==> config.mk <==
export PLATFORM = sky130hd
export DESIGN_NAME = bidir_serial_tx
export DESIGN_NICKNAME = d
export VERILOG_FILES = /design/src/rtl/bidir_serial_tx.sv
export SDC_FILE = /design/constraint.sdc
export NUM_CORES = 1
export LEC_CHECK = 0
export ABC_CLOCK_PERIOD_IN_PS = 3000
export CAP_MARGIN = 20
export CORE_AREA = 2 2 39 41
export DETAILED_ROUTE_END_ITERATION = 12
export DIE_AREA = 0 0 41 43
export GPL_TIMING_DRIVEN = 0
export PLACE_DENSITY_LB_ADDON = 0.25
export SYNTH_ARGS = -nofsm -noshare
export SYNTH_HDL_FRONTEND = slang
export SYNTH_SLANG_ARGS = --single-unit
==> constraint.sdc <==
create_clock -name clk_i -period 3 [get_ports clk_i]
set_clock_uncertainty 0.05 [all_clocks]
set_input_delay 0.3 -clock clk_i [delete_from_list [all_inputs] [get_ports clk_i]]
set_output_delay 0.3 -clock clk_i [all_outputs]
set_load 0.03 [all_outputs]
==> src/rtl/bidir_serial_tx.sv <==
// Parallel-in, serial-out transmitter feeding a bidirectional shift-register receiver.
// Optional even-parity trailer bit is built only when PARITY_EN is defined.
module bidir_serial_tx #(
   parameter int N = 4
) (
   input  logic         clk_i,
   input  logic         rst_i,
   input  logic         load_valid_i,
   output logic         load_ready_o,
   input  logic [N-1:0] load_data_i,
   input  logic         load_mode_i,
   output logic         sdata_o,
   output logic         sen_o,
   output logic         busy_o,
   output logic         done_o
);

   // state | meaning
   // IDLE  | no frame in progress, outputs quiet, ready for a word
   // SHIFT | one frame bit per cycle on sdata with sen=1

   localparam int CW = $clog2(N + 1);
`ifdef PARITY_EN
   localparam int LAST = N;
`else
   localparam int LAST = N - 1;
`endif
   localparam logic [CW-1:0] LAST_C = CW'(LAST);

   typedef enum logic {
      IDLE  = 1'b0,
      SHIFT = 1'b1
   } state_t;

   state_t        state_q;
   logic [N-1:0]  shreg_q;
   logic          mode_q;
   logic [CW-1:0] cnt_q;
   logic          sdata_q;
   logic          sen_q;
   logic          busy_q;
   logic          done_q;
`ifdef PARITY_EN
   logic          parity_q;
`endif

   logic          last_c;
   logic          xfer_c;
   logic [CW-1:0] cnt_inc_c;

   assign last_c       = (state_q == SHIFT) && (cnt_q == LAST_C);
   assign load_ready_o = (state_q == IDLE) || last_c;
   assign xfer_c       = load_valid_i && load_ready_o;
   assign cnt_inc_c    = cnt_q + CW'(1);

   assign sdata_o = sdata_q;
   assign sen_o   = sen_q;
   assign busy_o  = busy_q;
   assign done_o  = done_q;

   // The first bit leaves on the transfer edge; shreg_q keeps only the bits still to send.
   always_ff @(posedge clk_i) begin
      if (!rst_i) begin
         state_q  <= IDLE;
         shreg_q  <= '0;
         mode_q   <= 1'b0;
         cnt_q    <= '0;
         sdata_q  <= 1'b0;
         sen_q    <= 1'b0;
         busy_q   <= 1'b0;
         done_q   <= 1'b0;
`ifdef PARITY_EN
         parity_q <= 1'b0;
`endif
      end else if (xfer_c) begin
         state_q  <= SHIFT;
         mode_q   <= load_mode_i;
         cnt_q    <= '0;
         sen_q    <= 1'b1;
         busy_q   <= 1'b1;
         done_q   <= 1'b0;
`ifdef PARITY_EN
         parity_q <= ^load_data_i;
`endif
         if (load_mode_i) begin
            sdata_q <= load_data_i[0];
            shreg_q <= {1'b0, load_data_i[N-1:1]};
         end else begin
            sdata_q <= load_data_i[N-1];
            shreg_q <= {load_data_i[N-2:0], 1'b0};
         end
      end else if (state_q == SHIFT) begin
         if (last_c) begin
            state_q <= IDLE;
            shreg_q <= '0;
            cnt_q   <= '0;
            sdata_q <= 1'b0;
            sen_q   <= 1'b0;
            busy_q  <= 1'b0;
            done_q  <= 1'b0;
         end else begin
            cnt_q  <= cnt_inc_c;
            done_q <= (cnt_inc_c == LAST_C);
`ifdef PARITY_EN
            if (cnt_q == CW'(N - 1)) begin
               sdata_q <= parity_q;
            end else
`endif
            if (mode_q) begin
               sdata_q <= shreg_q[0];
               shreg_q <= {1'b0, shreg_q[N-1:1]};
            end else begin
               sdata_q <= shreg_q[N-1];
               shreg_q <= {shreg_q[N-2:0], 1'b0};
            end
         end
      end
   end

endmodule

==> out/metrics.yaml, run 1 <==
cts:
  cts_buffers: 3
  post-cts-setup-buffer-count: 0
  root_buffer: "clkbuf_4"
  clock-sinks: 12
  cts_tree: "done"
  postCtsResizedCells: 0
  clock_latency_ns: 0.28
  clk_pin_slew_ns: 0.07
  cts-htree-levels: 1
  clockBufferDepth: 2
  cts-hold-fix-buffers: 0
synthesis:
  synth-compound-area-share_pct: 22.9
  yosys_warnings: 0
  synth_cell_type_count: 30
  synthSimpleGateAreaFrac_pct: 13.8
  netlist_area_um2: 646
  ys_ff_latch: 12
  synthMuxAreaShare_pct: 10.9
  seq_area_frac_synth_pct: 37.2
  synth_fa_ha_area_share_pct: 5.81
  syn_nets: 81
  synth_xor_area_share_pct: 0
  avgSynthCellArea_um2: 9.22
  synth_top_family_by_area: "compound AO/OA/AOI/OAI gates"
  syn_inst: 70
drt:
  drtIter0Drc: 5
  drc: 0
  first_pass_iters: 7
  viasPerCell: 5.46
  routedWlPerCell_um: 13.3
  vias: 546
  drt.antenna.violating_nets: 0
  wl_um: 1330
place:
  place_ws_ns: 0.878
  dp_hpwl_um: 935
  io_buffers: 11
  gp_congestion: 0.756
timing:
  hold_viol_final: 0
  worst_pin_slew_ns: 0.369
  min_period_ns: 2.42
  period_share_pct: 80.7
  setup_tns_ns: 0
  timing.fmax_ghz: 0.413
  slew_headroom_pct: 75.2
  final-setup-viol-count: 0
  rsz0062_at_grt: "false"
  setup_slack_ns: 0.578
  finalMaxSlewViolations: 0
finish:
  multiInputGateArea_um2: 344
  regArea_um2: 240
  final_layout_size_suffix_gt1_share_pct: 17.9
  n_antenna_cell: 0
  area_growth_pct: 23.6
  nets: 97
  fillCellCount: 139
floorplan:
  initial_core_util_pct: 46.7
  die_h_um: 43
  die_w_um: 41
  rows: 14
  die-area_um2: 1760
  core_um2: 1380
  ioPinCount: 13
setup_path:
  reg2reg_slack_ns: 1.43
  crit_path_frequent_cell: "ha_1"
  critical_path.max_stage_delay_ns: 0.67
  worstPathCellList: "ha_1 > ha_1 > and2b_4 > inv_2 > buf_6 > clkdlybuf4s50_1"
  r2r_cells: 7
  critPathKind: "reg2out"
  reg2reg_from: "cnt_q[0]$_SDFFE_PP0P_"
  crit_fanout: 10
  slowest_stage: "clkdlybuf4s50_1"
  arrival_ns: 2.07
  critPathRequiredTime_ns: 2.65
  end_kind: "primary output"
  startpoint_type: "register"
  r2r-end: "shreg_q[1]$_SDFFE_PN0P_"
global_routing:
  grt-ovfl-total: 0
  grt_pass1_wl_um: 2200
  grt_usage_pct: 19.2
  grt_pass1_vias: 513
  antenna_found_initial: 0
  grt_start_max_net_pins: 11
worst_hold_path:
  min_from: "load_mode_i"
  hold_class: "in2reg"
  worstHoldEndpoint: "mode_q$_SDFFE_PN0P_"
  whs_path_depth: 3
power_and_ir_drop:
  ir_drop_uv: 261
  power_leakage_nw: 0.308
  power_density_nw_per_um2: 442
status:
  outcome: "finished clean"
flow_run:
  cap_viol_max_count: 0
## worst max path at each step
stage	start	end	slack [ns]	depth (start not counted)
finish	cnt_q[0]$_SDFFE_PP0P_	load_ready_o	0.58	6
global route	cnt_q[1]$_SDFFE_PP0P_	load_ready_o	0.50	6
CTS	cnt_q[0]$_SDFFE_PP0P_	load_ready_o	0.57	6
detailed placement	cnt_q[0]$_SDFFE_PP0P_	load_ready_o	0.88	6
global placement	cnt_q[0]$_SDFFE_PP0P_	load_ready_o	0.88	6
floorplan	cnt_q[0]$_SDFFE_PP0P_	shreg_q[1]$_SDFFE_PN0P_	1.50	7
## logic make-up after synthesis
kind of cell | Yosys count
compound gates | 21
fa+ha+maj | 3
buf+inv | 12
flops | 12
mux | 7
simple gates | 15
## layer usage
metal | part of all wire [%] | global-route usage (%) | vias to the layer above
li1 | - | - | 283
met1 | 51 | 24.7 | 246
met2 | 40 | 25.6 | 13
met3 | 4.7 | 3.14 | 4
met4 | 4.1 | 18.0 | 0
met5 | 0 | 0 | -
## synthesized netlist by cell type
master	n	share of area [%]
dfxtp_1	12	37
buf_6	1	1.7
o21a_1	1	1.2
nand4b_1	1	1.4
ha_1	3	5.8
nor2_1	3	1.7
mux2i_1	7	11
a21boi_1	1	1.2
inv_2	1	0.58
nand4_1	1	0.97
clkbuf_1	1	0.58
and2b_4	1	1.6
a32oi_1	1	1.4
nor2b_1	1	0.97
nand2_1	1	0.58
a21boi_0	1	1.2
a21oi_1	6	4.7
and2_1	3	2.9
buf_4	1	1.2
buf_2	4	3.1
or2_2	1	0.97
o221a_2	1	1.7
o221a_1	2	3.5
o32ai_1	2	2.7
nor2_2	2	1.9
o21ai_0	3	2.3
nand3_1	1	0.77
a21o_1	1	1.2
a31oi_1	2	1.9
inv_1	4	2.3
## sequential cells by signal, summed over array words and instances (netlist names)
register and cells:
done_o 1, busy_o 1, state_q 1, cnt_q 3, sdata_o 1, mode_q 1
shreg_q 4
## layout make-up
class                   instances  share of cell area [%]
well taps                      16                    2.51
clock buffers                   3                    2.82
plain buffers                   7                    5.33
repair buffers                 11                    13.8
flip-flops and latches         12                    30.1
inverters                       5                    2.35
multi-input cells              46                    43.1
## worst max-delay path, delay by kind of cell, from the launching register on
kind / cells / cell delay, ns
buffers and inverters: 3 / 0.88
adder cells (fa/ha/maj): 2 / 0.34
flip-flops: 1 / 0.37
AND/OR/NAND/NOR: 1 / 0.21
## where the power goes
| group | internal [mW] | leakage, nW | switching, mW |
|---|---|---|---|
| clock | 0.0465 | 0.0138 | 0.0531 |
| combinational | 0.0381 | 0.195 | 0.0387 |
| sequential | 0.169 | 0.0987 | 0.00760 |
## cell usage in the layout, fill, tap and decap left out
master / Yosys / layout
nand3_1: 1 / 1
dfxtp_1: 12 / 12
and2b_4: 1 / 1
o21ai_0: 3 / 3
buf_2: 4 / 4
a21boi_0: 1 / 1
ha_1: 3 / 3
a21boi_1: 1 / 1
nor2_2: 2 / 2
a21o_1: 1 / 1
nor2b_1: 1 / 1
o32ai_1: 2 / 2
clkbuf_4: 0 / 3
o221a_2: 1 / 1
nand4_1: 1 / 1
inv_1: 4 / 4
o221a_1: 2 / 2
o21a_1: 1 / 1
buf_4: 1 / 1
clkbuf_1: 1 / 1
a21oi_1: 6 / 6
a31oi_1: 2 / 2
nand4b_1: 1 / 1
a32oi_1: 1 / 1
nand2_1: 1 / 1
nor2_1: 3 / 3
inv_2: 1 / 1
and2_1: 3 / 3
or2_2: 1 / 1
clkdlybuf4s50_1: 0 / 11
mux2i_1: 7 / 7
buf_6: 1 / 1
## stage by stage
step | instance area [µm²] | utilization [%] | total power, mW | hold WS [ns] | std cells
2_1_floorplan | 646 | - | 0.230 | 0.378 | 70
3_3_place_gp | 776 | 56.1 | 0.256 | 0.436 | 97
3_5_place_dp | 776 | 56.1 | 0.256 | 0.446 | 97
4_1_cts | 798 | 57.7 | 0.358 | 0.283 | 100
5_1_grt | 798 | 57.7 | 0.373 | 0.298 | 100
6_report | 798 | 57.7 | 0.353 | 0.291 | 100
Power figures use the tool's default switching activity.
==> inputs of run 2 (changes only) <==
--- a/config.mk
+++ b/config.mk
@@ -5,11 +5,10 @@
 export SDC_FILE = /design/constraint.sdc
 export NUM_CORES = 1
 export LEC_CHECK = 0
-export ABC_CLOCK_PERIOD_IN_PS = 3000
+export ABC_CLOCK_PERIOD_IN_PS = 2000
 export CAP_MARGIN = 20
-export CORE_AREA = 2 2 39 41
+export CORE_UTILIZATION = 43
 export DETAILED_ROUTE_END_ITERATION = 12
-export DIE_AREA = 0 0 41 43
 export GPL_TIMING_DRIVEN = 0
 export PLACE_DENSITY_LB_ADDON = 0.25
 export SYNTH_ARGS = -nofsm -noshare
==> constraint.sdc (replaced) <==
create_clock -name clk_i -period 2 [get_ports clk_i]
set_clock_uncertainty 0.05 [all_clocks]
set_input_delay 0.2 -clock clk_i [delete_from_list [all_inputs] [get_ports clk_i]]
set_output_delay 0.2 -clock clk_i [all_outputs]
set_load 0.03 [all_outputs]
==> out/metrics.yaml, run 2 (synthesized netlist as in run 1, its figures left out) <==
drt:
  drt.antenna.violating_nets: 0  # unchanged
  viasPerCell: 5.59  # +2.4%
  drtIter0Drc: 16  # +11
  wl_um: 1270  # -4.7%
  drc: 0  # unchanged
  vias: 559  # +2.4%
  routedWlPerCell_um: 12.7  # -4.7%
  first_pass_iters: 4  # -3
setup_path:
  worstPathCellList: "ha_1 > ha_1 > and2b_4 > inv_2 > buf_6 > buf_2"
  crit_family: "adder cells"
  critical_path.max_stage_delay_ns: 0.34  # -0.33 ns
  startpoint_type: "register"
  critPathKind: "reg2out"
  end_kind: "primary output"
  slowest_stage: "dfxtp_1"
  crit_fanout: 10  # unchanged
  crit_path_frequent_cell: "ha_1"
  critPathRequiredTime_ns: 1.75  # -0.90 ns
  worst-path-buf-inv: 3  # unchanged
  arrival_ns: 1.66  # -0.41 ns
finish:
  fillCellCount: 116  # -17%
  n_antenna_cell: 0  # unchanged
  fin_area_um2: 806  # +0.94%
  regMostFlops: "shreg_q"
  mostFrequentLayoutCells: "12 x dfxtp_1, 10 x clkdlybuf4s50_1, 7 x mux2i_1"
  final_common_cell: "dfxtp_1"
  reg_top3: "shreg_q x4, cnt_q x3"
  area_growth_pct: 24.8
  instances_no_fill: 100  # unchanged
  largest_reg_flops: 4  # unchanged
  final_layout_size_suffix_gt1_share_pct: 20.0  # +2.1 points
  nets: 97  # unchanged
floorplan:
  initial_core_util_pct: 47.8  # +1.2 points
  core_um2: 1350  # -2.4%
  ioPinCount: 13  # unchanged
  rows: 13  # -1
  die-area_um2: 1660  # -5.8%
  die_h_um: 40.8  # -5.2%
  die_w_um: 40.8  # -0.61%
timing:
  slew_headroom_pct: 77.0  # +1.8 points
  hold_viol_final: 0  # unchanged
  min_period_ns: 1.91
  setup_tns_ns: 0  # unchanged
  final-setup-viol-count: 0  # unchanged
  rsz0062_at_grt: "false"
  timing.fmax_ghz: 0.524
  finalMaxSlewViolations: 0  # unchanged
  period_share_pct: 95.5
  worst_pin_slew_ns: 0.342  # -0.0274 ns
place:
  gp_congestion: 0.766  # +1.2%
  dp_hpwl_um: 938  # +0.37%
  dp_cells: 96  # -1.0%
  place_area_um2: 774  # -0.16%
  io_buffers: 11  # unchanged
cts:
  cts_buffers: 3  # unchanged
  post-cts-setup-buffer-count: 0  # unchanged
  cts-hold-fix-buffers: 0  # unchanged
  cts-htree-levels: 1  # unchanged
  clk_pin_slew_ns: 0.08  # about the same
  root_buffer: "clkbuf_4"
  cts_tree: "done"
  clock-sinks: 12  # unchanged
  clock_latency_ns: 0.28  # about the same
  postCtsResizedCells: 5  # +5
  clockBufferDepth: 2  # unchanged
status:
  outcome: "finished clean"
global_routing:
  grt_start_max_net_pins: 11  # unchanged
  grt_pass1_vias: 451  # -12%
  grt_pass1_wl_um: 1880  # -15%
  grt_usage_pct: 18.1  # -1.1 points
  grt-ovfl-total: 0  # unchanged
  antenna_found_initial: 0  # unchanged
power_and_ir_drop:
  power_density_nw_per_um2: 710  # +61%
  sw_frac_of_total_pct: 26.6  # -1.5 points
  power_leakage_nw: 0.314  # +2.1%
  power_frac_seq_pct: 46.3  # -3.7 points
  ir_drop_uv: 342  # +31%
  p_clk_share_pct: 33.9  # +5.7 points
  finalPower_uw: 572  # +62%
  switching_power_uw: 152  # +53%
  p_int_uw: 420  # +66%
  p_comb_share_pct: 19.8  # -1.9 points
worst_hold_path:
  hold_class: "in2reg"
flow_run:
  cap_viol_max_count: 0  # unchanged
-- run 2: cell types whose count changed in the layout (fill, tap and decap cells not counted), sizes merged --
cell / previous run / this run
buf: 6 / 7
clkdlybuf4s50: 11 / 10
clkbuf: 4 / 5
-- run 2: metrics by stage --
step	setup slack (ns)	util, %	hold WS, ns
3_3_place_gp	-0.0157	57.4	0.425
3_5_place_dp	-0.0186	57.4	0.435
4_1_cts	0.0799	59.7	0.187
6_report	0.0908	59.7	0.193
2_1_floorplan	0.496	-	0.278
5_1_grt	0.0225	59.7	0.190
-- run 2: path summary, 6_finish.rpt --
check | startpoint | to | slack (ns) | cells after the start
worst max-delay path | cnt_q[0]$_SDFFE_PP0P_ | load_ready_o | 0.09 | 6
worst min-delay path | load_mode_i | mode_q$_SDFFE_PN0P_ | 0.19 | 3
worst max register to register | cnt_q[0]$_SDFFE_PP0P_ | shreg_q[2]$_SDFFE_PN0P_ | 0.41 | 7
worst min register to register | busy_o$_SDFFE_PN0P_ | busy_o$_SDFFE_PN0P_ | 0.45 | 2
-- run 2: worst reg2reg max path, stage by stage (launching register included) --
cell and delay (ns):
dfxtp_1 0.34, ha_1 0.20, ha_1 0.20, and2b_4 0.29
inv_2 0.05, buf_6 0.14, nor2_2 0.10, o221a_1 0.17
-- run 2: area by class of cell --
| type | instances | area (µm²) | area share, % |
|---|---|---|---|
| multi-input cells | 46 | 344 | 42.7 |
| inverters | 5 | 18.8 | 2.33 |
| clock buffers | 4 | 36.3 | 4.50 |
| flip-flops and latches | 12 | 240 | 29.8 |
| repair buffers | 11 | 105 | 13.0 |
| plain buffers | 7 | 42.5 | 5.28 |
| well taps | 15 | 18.8 | 2.33 |
-- run 2: layer usage --
metal | global-route usage (%) | vias to the layer above | part of all wire (%)
li1 | - | 279 | -
met2 | 26.6 | 26 | 42
met4 | 15.0 | 0 | 2.4
met1 | 22.8 | 249 | 47
met5 | 0 | - | 0
met3 | 3.26 | 5 | 7.9
-- run 2: power by group through the flow --
stage                     Sequential, mW  Clock, mW  Combinational, mW
after floorplan                    0.275          0             0.0697
after global placement             0.270          0              0.113
after detailed placement           0.271          0              0.115
after CTS                          0.265      0.201              0.114
after global routing               0.267      0.209              0.124
final                              0.265      0.194              0.113
